### src/rtl/apb4_sram_ctrl_if.sv
// APB4 signal bundle between a bus master (bridge or bench) and the SRAM controller.
interface apb4_sram_ctrl_if #(
  parameter int ADDR_WIDTH = 32,
  parameter int DATA_WIDTH = 32
);
  logic                    PSEL;
  logic                    PENABLE;
  logic                    PWRITE;
  logic [ADDR_WIDTH-1:0]   PADDR;
  logic [DATA_WIDTH-1:0]   PWDATA;
  logic [DATA_WIDTH/8-1:0] PSTRB;
  logic [DATA_WIDTH-1:0]   PRDATA;
  logic                    PREADY;
  logic                    PSLVERR;

  modport master (
    output PSEL, PENABLE, PWRITE, PADDR, PWDATA, PSTRB,
    input  PRDATA, PREADY, PSLVERR
  );

  modport slave (
    input  PSEL, PENABLE, PWRITE, PADDR, PWDATA, PSTRB,
    output PRDATA, PREADY, PSLVERR
  );
endinterface

### src/rtl/apb4_sram_ctrl.sv
// APB4 slave in front of a DEPTH x DATA_WIDTH SRAM array: byte strobes, alignment and
// range checking, fixed wait states and abort handling. All outputs are registered.
module apb4_sram_ctrl #(
  parameter int                    ADDR_WIDTH       = 32,
  parameter int                    DATA_WIDTH       = 32,
  parameter int                    DEPTH            = 64,
  parameter int                    WAIT_CYCLES      = 0,
  parameter logic [DATA_WIDTH-1:0] RESET_VAL        = '0,
  parameter bit                    RESET_CLEARS_MEM = 1'b1
) (
  input logic             PCLK,
  input logic             PRESET,
  apb4_sram_ctrl_if.slave bus
);
  localparam int BYTES = DATA_WIDTH / 8;
  localparam int OFF   = $clog2(BYTES);
  localparam int IDX_W = (DEPTH > 1) ? $clog2(DEPTH) : 1;

  localparam logic [ADDR_WIDTH-1:0] LANE_MASK = ADDR_WIDTH'(BYTES - 1);
  localparam logic [ADDR_WIDTH:0]   DEPTH_L   = (ADDR_WIDTH + 1)'(DEPTH);
  localparam logic [3:0]            WAIT_L    = 4'(WAIT_CYCLES);

  localparam logic [1:0] S_IDLE = 2'd0;
  localparam logic [1:0] S_WAIT = 2'd1;
  localparam logic [1:0] S_DONE = 2'd2;

  logic [1:0]            state;
  logic [3:0]            cnt;
  logic                  pready_q;
  logic                  pslverr_q;
  logic [DATA_WIDTH-1:0] prdata_q;
  logic [DATA_WIDTH-1:0] mem [DEPTH];

  logic [ADDR_WIDTH-1:0] word_full;
  logic [IDX_W-1:0]      idx;
  logic                  misaligned;
  logic                  out_of_range;
  logic                  addr_err;
  logic                  setup;
  logic                  enter_done;
  logic                  commit;

  function automatic logic [DATA_WIDTH-1:0] merge_lanes(
    input logic [DATA_WIDTH-1:0] old_word,
    input logic [DATA_WIDTH-1:0] wdata,
    input logic [BYTES-1:0]      strb
  );
    logic [DATA_WIDTH-1:0] res;
    res = old_word;
    for (int b = 0; b < BYTES; b++) begin
      if (strb[b]) res[8*b +: 8] = wdata[8*b +: 8];
    end
    return res;
  endfunction

  // Address decode; PADDR is held stable by the master for the whole transfer.
  assign word_full    = bus.PADDR >> OFF;
  assign idx          = word_full[IDX_W-1:0];
  assign misaligned   = (bus.PADDR & LANE_MASK) != '0;
  assign out_of_range = {1'b0, word_full} >= DEPTH_L;
  assign addr_err     = misaligned | out_of_range;

  assign setup      = bus.PSEL & ~bus.PENABLE;
  assign enter_done = ((state == S_IDLE) && setup && (WAIT_CYCLES == 0)) ||
                      ((state == S_WAIT) && bus.PSEL && (cnt == 4'd1));
  assign commit     = (state == S_DONE) && bus.PSEL && bus.PENABLE && bus.PWRITE && !addr_err;

  always_ff @(posedge PCLK or posedge PRESET) begin
    if (PRESET) begin
      state     <= S_IDLE;
      cnt       <= 4'd0;
      pready_q  <= 1'b0;
      pslverr_q <= 1'b0;
      prdata_q  <= '0;
    end else begin
      pready_q  <= 1'b0;
      pslverr_q <= 1'b0;
      case (state)
        S_IDLE: begin
          // A lone PENABLE without a setup phase is not a transfer and is ignored.
          if (setup) begin
            cnt   <= WAIT_L;
            state <= (WAIT_CYCLES == 0) ? S_DONE : S_WAIT;
          end
        end
        S_WAIT: begin
          if (!bus.PSEL) begin
            state <= S_IDLE;
          end else begin
            cnt <= cnt - 4'd1;
            if (cnt == 4'd1) state <= S_DONE;
          end
        end
        S_DONE:  state <= S_IDLE;
        default: state <= S_IDLE;
      endcase
      if (enter_done) begin
        pready_q  <= 1'b1;
        pslverr_q <= addr_err;
        if (!bus.PWRITE) prdata_q <= addr_err ? '0 : mem[idx];
      end
    end
  end

  // Writes land on the DONE exit edge, so a following read always sees them.
  generate
    if (RESET_CLEARS_MEM) begin : g_mem_clear
      always_ff @(posedge PCLK or posedge PRESET) begin
        if (PRESET) begin
          for (int i = 0; i < DEPTH; i++) mem[i] <= RESET_VAL;
        end else if (commit) begin
          mem[idx] <= merge_lanes(mem[idx], bus.PWDATA, bus.PSTRB);
        end
      end
    end else begin : g_mem_keep
      always_ff @(posedge PCLK) begin
        if (commit) mem[idx] <= merge_lanes(mem[idx], bus.PWDATA, bus.PSTRB);
      end
    end
  endgenerate

  assign bus.PREADY  = pready_q;
  assign bus.PSLVERR = pslverr_q;
  assign bus.PRDATA  = prdata_q;
endmodule

### src/flat_wrapper.sv
// flat-port wrapper written by rule: the top's interface ports become plain ports
module apb4_sram_ctrl_flat 
#(
  parameter int                    ADDR_WIDTH       = 32,
  parameter int                    DATA_WIDTH       = 32,
  parameter int                    DEPTH            = 64,
  parameter int                    WAIT_CYCLES      = 0,
  parameter logic [DATA_WIDTH-1:0] RESET_VAL        = '0,
  parameter bit                    RESET_CLEARS_MEM = 1'b1
)
  (PCLK, PRESET, bus_PSEL, bus_PENABLE, bus_PWRITE, bus_PADDR, bus_PWDATA, bus_PSTRB, bus_PRDATA, bus_PREADY, bus_PSLVERR);
  apb4_sram_ctrl_if #(.ADDR_WIDTH(ADDR_WIDTH), .DATA_WIDTH(DATA_WIDTH)) bus_i ();
  input logic PCLK;
  input logic PRESET;
  input wire logic [$bits(bus_i.PSEL)-1:0] bus_PSEL;
  input wire logic [$bits(bus_i.PENABLE)-1:0] bus_PENABLE;
  input wire logic [$bits(bus_i.PWRITE)-1:0] bus_PWRITE;
  input wire logic [$bits(bus_i.PADDR)-1:0] bus_PADDR;
  input wire logic [$bits(bus_i.PWDATA)-1:0] bus_PWDATA;
  input wire logic [$bits(bus_i.PSTRB)-1:0] bus_PSTRB;
  output wire logic [$bits(bus_i.PRDATA)-1:0] bus_PRDATA;
  output wire logic [$bits(bus_i.PREADY)-1:0] bus_PREADY;
  output wire logic [$bits(bus_i.PSLVERR)-1:0] bus_PSLVERR;
  assign bus_i.PSEL = bus_PSEL;
  assign bus_i.PENABLE = bus_PENABLE;
  assign bus_i.PWRITE = bus_PWRITE;
  assign bus_i.PADDR = bus_PADDR;
  assign bus_i.PWDATA = bus_PWDATA;
  assign bus_i.PSTRB = bus_PSTRB;
  assign bus_PRDATA = bus_i.PRDATA;
  assign bus_PREADY = bus_i.PREADY;
  assign bus_PSLVERR = bus_i.PSLVERR;
  apb4_sram_ctrl #(.ADDR_WIDTH(ADDR_WIDTH), .DATA_WIDTH(DATA_WIDTH), .DEPTH(DEPTH), .WAIT_CYCLES(WAIT_CYCLES), .RESET_VAL(RESET_VAL), .RESET_CLEARS_MEM(RESET_CLEARS_MEM)) u_core (.PCLK(PCLK), .PRESET(PRESET), .bus(bus_i));
endmodule
### config.mk
export PLATFORM = sky130hd
export DESIGN_NAME = apb4_sram_ctrl_flat
export DESIGN_NICKNAME = d
export VERILOG_FILES = /design/src/rtl/apb4_sram_ctrl_if.sv /design/src/rtl/apb4_sram_ctrl.sv /design/src/flat_wrapper.sv
export SDC_FILE = /design/constraint.sdc
export NUM_CORES = 2
export LEC_CHECK = 0
export ABC_AREA = 0
export ABC_CLOCK_PERIOD_IN_PS = 235200
export CAP_MARGIN = 10
export CORE_MARGIN = 2
export CORE_UTILIZATION = 65
export CTS_BUF_LIST = sky130_fd_sc_hd__clkbuf_4
export DETAILED_ROUTE_END_ITERATION = 12
export PLACE_DENSITY = 0.86
export SETUP_SLACK_MARGIN = 0.2
export SYNTH_ARGS = -nofsm -noshare
export SYNTH_HDL_FRONTEND = slang
export SYNTH_SLANG_ARGS = --single-unit
export TNS_END_PERCENT = 50
### constraint.sdc
create_clock -name PCLK -period 235.2 [get_ports PCLK]
set_clock_uncertainty 0.1 [all_clocks]
set_input_delay 70.56 -clock PCLK [delete_from_list [all_inputs] [get_ports PCLK]]
set_output_delay 70.56 -clock PCLK [all_outputs]
set_load 0.02 [all_outputs]
Yosys cells after proc, flatten, opt, wreduce, memory -nomap -nowiden --
Index checks and enable logic that the tools add are counted.
Word-level totals: input bits 73, register bits 2088, memories kept 0, RAM bits 0, output and inout port bits 34, memory bits (read-only) 0, latch bits 0, word-level logic and storage cells 124
Cells by class: mux-type cells 24, reduce and logical (&&, ||, !) cells 16, div/mod/pow operators 0, multipliers 0, order comparisons 3, equality and inequality tests 6, $add $sub $neg 1, shifts and indexed selects 0, bitwise gates (word level) 5
Operator list (count):
- bitwise mux 2048 bit | 1
- binary-select mux 32 bit (select 6 bit) | 1
- demux 32 bit (select 6 bit) | 1
- two-way mux 32 bit | 4
- two-way mux 8 bit | 8
- nonzero test 32 bit | 1
- greater-or-equal comparator 30 x 7 -> 1 bit, second input constant | 1
- logical AND 1 bit | 8
- two-way mux 4 bit | 2
- one-hot mux 4 bit (2 select lines) | 1
- greater-or-equal comparator 7 bit, second input constant | 1
- less-than comparator 7 x 1 -> 1 bit, second input constant | 1
- inverter 6 -> 7 bit | 1
- two-way mux 2 bit | 3
- == test 4 x 1 -> 1 bit, second input constant | 1
- one-hot mux 2 bit (2 select lines) | 1
- AND reduction 2 bit | 2
- subtractor 4 x 1 -> 4 bit, second input constant | 1
- inequality test 3 bit, second input constant | 1
- AND reduction 3 bit | 1
- == test 2 x 1 -> 1 bit, second input constant | 1
- == test 2 bit, second input constant | 1
- logical NOT 2 bit | 1
- two-way mux 1 bit | 2
- 8 further kinds | 9

Logic depth before layout (Yosys ltp) --
word-level depth 7, mapped depth 13, mapped depth without buffers 6

Least setup slack after synthesis --
OpenSTA, ideal clock, no wires.
kind in2reg, start in bus_PADDR[4], end reg u_core.mem[103] in the netlist's numbering, path buffers 5, setup slack 161.881 ns, data required time 234.967 ns, setup time 0.133 ns, arrival 73.086 ns, cell stages on the path 11, cell sequence buf_2 > buf_2 > buf_1 > buf_2 > mux2i_1 > o22ai_1 > o21ai_0 > nand4_1 > o41ai_2 > clkbuf_1 > o21ai_0
On the way: word-level cells in the longest chain between the ends 7, elaborated cells between the ends (all ways) 16, those cells by class 3 x order compare; 8 x mux; 2 x bitwise; 3 x reduce/logical
Ends and longest elaborated chain:
- start, declared | RTL line flat_wrapper.sv:18 | input wire logic [$bits(bus_i.PADDR)-1:0] bus_PADDR;
- inverter 6 -> 7 bit (not written as such) | RTL line apb4_sram_ctrl.sv:112 | mem[idx] <= merge_lanes(mem[idx], bus.PWDATA, bus.PSTRB);
- binary-select mux 32 bit (select 6 bit) | RTL line apb4_sram_ctrl.sv:112
- two-way mux 32 bit (not written as such) (2 in series) | RTL line apb4_sram_ctrl.sv:112
- two-way mux 8 bit | RTL line apb4_sram_ctrl.sv:51 | if (strb[b]) res[8*b +: 8] = wdata[8*b +: 8];
- two-way mux 8 bit | RTL line apb4_sram_ctrl.sv:111 | end else if (commit) begin
- bitwise mux 2048 bit | RTL line apb4_sram_ctrl.sv:112
- end signal, assigned by index | RTL line apb4_sram_ctrl.sv:112
- end, declared | RTL line apb4_sram_ctrl.sv:32 | logic [DATA_WIDTH-1:0] mem [DEPTH];
Several ways; a longest one is shown, not always the timed one. The select of a mux whose other input is x is not followed. A chain may end at the register's enable or synchronous reset.

==> results_dict.tcl <==
set metrics [dict create \
    synth_mux_area_share_pct 9.49 \
    rsz0062_at_grt "no" \
    synthFlopType "sky130_fd_sc_hd__dfrtp_1" \
    drt_first_iter_violations 11000 \
    slew_viol_final 0 \
    synth_top_family_by_area "compound AO/OA/AOI/OAI gates" \
    final.setup.tns_ns 0 \
    globalRouteOverflowTotal 0 \
    final_layout_size_suffix_gt1_share_pct 14.4 \
    placed_area_um2 93100 \
    synth-simple-area-share_pct 11.0 \
    number_of_max_cap_violations 0 \
    worstSetupPathType "input port to asynchronous set/reset pin" \
    die_area_um2 143000 \
    powerDensity_nw_per_um2 7.03 \
    final-setup-viol-count 0 \
    globalplace.congestion 0.876 \
    cts_buffer_depth 4 \
    pin_count_of_the_biggest_net_entering_global_routing 192 \
    synth_compound_area_share_pct 18.1 \
    synthAdderAreaFrac_pct 0 \
    post-route-min-period_ns 75.85 \
    post-layout-total-power_uw 698 \
    clock_latency_ns 1.40 \
    timing.critical_path.depth 8 \
    layout.cells.most_common "sky130_fd_sc_hd__nand2_1" \
    firstDrtPassIters 13 \
    die_width_um 378 \
    layout_common_cells "sky130_fd_sc_hd__nand2_1 (2174), sky130_fd_sc_hd__dfrtp_1 (2083), sky130_fd_sc_hd__o21ai_0 (2039)" \
    start_kind "input port" \
    hold_critical_path_depth 2 \
    crit_path_top_delay_cell "sky130_fd_sc_hd__buf_4" \
    post_synth_edffs 0 \
    critPathTopFamily "buffers and inverters" \
    critical-path-max-stage-delay_ns 0.90 \
    run_status "finished clean" \
    post_synth_inst_count 8890 \
    num-nets-final 8921 \
    post_cts_repair_setup_buffers 0 \
    power.static_leakage_nw 44.3 \
    cts-root-buf "sky130_fd_sc_hd__clkbuf_4" \
    synth_xor_xnor_area_share_pct 0 \
    postCtsResizedCells 0 \
    num_vias 75400 \
    dp_slack_ns 157.82 \
    port_buffers 106 \
    maxClockFrequency_ghz 0.0132 \
    post-place-cells 10200 \
    multi_input_logic_area_um2 36000 \
    area_delta_synth_final_pct 9.40 \
    io_pins 107 \
    grt_pass1_vias 75300 \
    cts.reportedPaths.clkPinSlew_ns 0.06 \
    cts_buffers 536 \
    post-route-util_pct 71.5 \
    worstPathBufferInverterCount 8 \
    cts.sink_count 2083 \
    worstPathRequired_ns 236.44 \
    synth.yosys.seq_area_share_pct 57.4 \
    die-height_um 378 \
    grt_antenna_before_repair 9 \
    syn_avg_cell_area_um2 10.2 \
    avgRoutedWirePerCell_um 26.2 \
    critical_path_arrival_ns 77.09 \
    h-tree-depth 6 \
    global_route_wire_length_before_repair_mm 436 \
    grt.total_usage_pct 40.8 \
    timing.critical_path.to_type "asynchronous set/reset pin" \
    worst_ir_drop_vdd_v 0.00000627 \
    ctsHoldBuffers 0 \
    cp_max_fo 108 \
    regArea_um2 52100 \
    area_of_the_mapped_netlist_um2 90800 \
    worst_slack_ns 159.35 \
    cts_tree "done" \
    route.detailed.vias_per_inst 6.84 \
    timing.critical_path.mode_cell "sky130_fd_sc_hd__buf_4" \
    final_area_um2 99300 \
    worstRegToRegCells 6 \
    hp-class "register to register" \
    coreArea_um2 139000 \
    timing.critical_path.cells "clkdlybuf4s50_1, inv_8, buf_4, buf_4, buf_4, buf_4, buf_4, buf_4" \
    timing.max_slew.rel_slack_pct 7.00 \
    fill_cells 9094 \
    timing_hold_violations_final 0 \
    drtAntennaViolNets 0 \
    effective_utilization_at_floorplan_pct 65.3 \
    register_bit_count_reported_by_yosys 2083 \
    ys.warnings.count 0 \
    placement_rows 137 \
    synth_fp_nets 8963 \
    finalNonFillerCells 11000 \
    detail_route.wirelength_mm 288 \
    synth.distinct_cells 61 \
    place.detailed.hpwl_mm 161 \
    finalHoldWorstSlack_ns 0.375 \
    post-route-period-util_pct 32.3 \
    ys_async_sr_fraction_pct 100 \
    detail_route.drc_violations 0 \
    worstMarginPinSlew_ns 1.40 \
]
[cell type report]
cell class / instances / area share [%]
inverters: 4 / 0.0277
well taps: 1876 / 2.36
clock inverters: 72 / 0.582
clock buffers: 747 / 5.65
diodes: 11 / 0.0277
multi-input cells: 5925 / 36.3
repair buffers: 298 / 2.62
flip-flops and latches: 2083 / 52.5
[layer usage]
metal | vias to the layer above | track usage [%] | part of all wire [%]
met3 | 1385 | 16.5 | 16
met5 | - | 0.377 | 0.034
met4 | 10 | 26.2 | 7.0
met1 | 36600 | 51.6 | 34
met2 | 5980 | 58.4 | 43
li1 | 31400 | - | -
[final timing paths]
path | start | to | slack [ns]
max | PRESET | u_core.mem[383]$_DFFE_PP0P_ | 159.35
min | u_core.mem[673]$_DFFE_PP0P_ | u_core.mem[673]$_DFFE_PP0P_ | 0.37
max reg2reg | u_core.state[1]$_DFFE_PP0P_ | u_core.mem[1020]$_DFFE_PP0P_ | 231.24
min reg2reg | u_core.mem[673]$_DFFE_PP0P_ | u_core.mem[673]$_DFFE_PP0P_ | 0.37
max in group PCLK | bus_PADDR[2] | u_core.mem[1735]$_DFFE_PP0P_ | 159.85
min in group asynchronous | PRESET | u_core.bus.PRDATA[31]$_DFFE_PP0P_ | 69.64
[report_power, final]
group	internal [mW]	total [mW]	switching (mW)	leakage, nW
Sequential	0.358	0.358	0.0000206	29.1
Combinational	0.00875	0.0398	0.0311	11.4
Clock	0.156	0.300	0.144	3.72
Total	0.523	0.698	0.175	44.3
[sequential cells by signal, indices dropped and copies added, names as in the netlist]
register,cells
u_core.bus.PSLVERR,1
u_core.mem,2048
u_core.bus.PREADY,1
u_core.state,1
u_core.bus.PRDATA,32
[cell families (layout without fill, tap and decap cells)]
logic type / count (synthesis) / count (layout)
other: 0 / 11
buffers and inverters: 882 / 1121
and+or+nand+nor: 2483 / 2483
AOI/OAI and AO/OA: 2814 / 2814
DFF: 2083 / 2083
muxes: 628 / 628
[tightest hold or removal path, cell delays in order, from the launching register on]
cell,delay (ns)
sky130_fd_sc_hd__dfrtp_1,0.34
sky130_fd_sc_hd__nand2_1,0.05
sky130_fd_sc_hd__o21ai_0,0.06
[cell usage after synthesis, types with 26 or more instances]
master	count	area (µm²)
sky130_fd_sc_hd__a21oi_1	70	350
sky130_fd_sc_hd__a221o_1	56	561
sky130_fd_sc_hd__or3_1	26	163
sky130_fd_sc_hd__mux2i_1	410	4100
sky130_fd_sc_hd__o21ai_0	2039	10200
sky130_fd_sc_hd__nor3_1	30	150
sky130_fd_sc_hd__nand4_1	36	225
sky130_fd_sc_hd__clkbuf_1	727	2730
sky130_fd_sc_hd__a221oi_1	179	1570
sky130_fd_sc_hd__o22a_1	68	596
sky130_fd_sc_hd__mux4_2	183	4120
sky130_fd_sc_hd__mux2_2	34	383
sky130_fd_sc_hd__dfrtp_1	2083	52100
sky130_fd_sc_hd__buf_2	79	395
sky130_fd_sc_hd__nand2b_1	46	288
sky130_fd_sc_hd__o31ai_1	132	991
sky130_fd_sc_hd__o41ai_2	28	455
sky130_fd_sc_hd__buf_1	45	169
sky130_fd_sc_hd__a22o_1	49	429
sky130_fd_sc_hd__nand2_1	2176	8170
sky130_fd_sc_hd__o22ai_1	116	726
sky130_fd_sc_hd__nand3_1	81	405
Note: power is estimated with default switching activity, not from simulation.
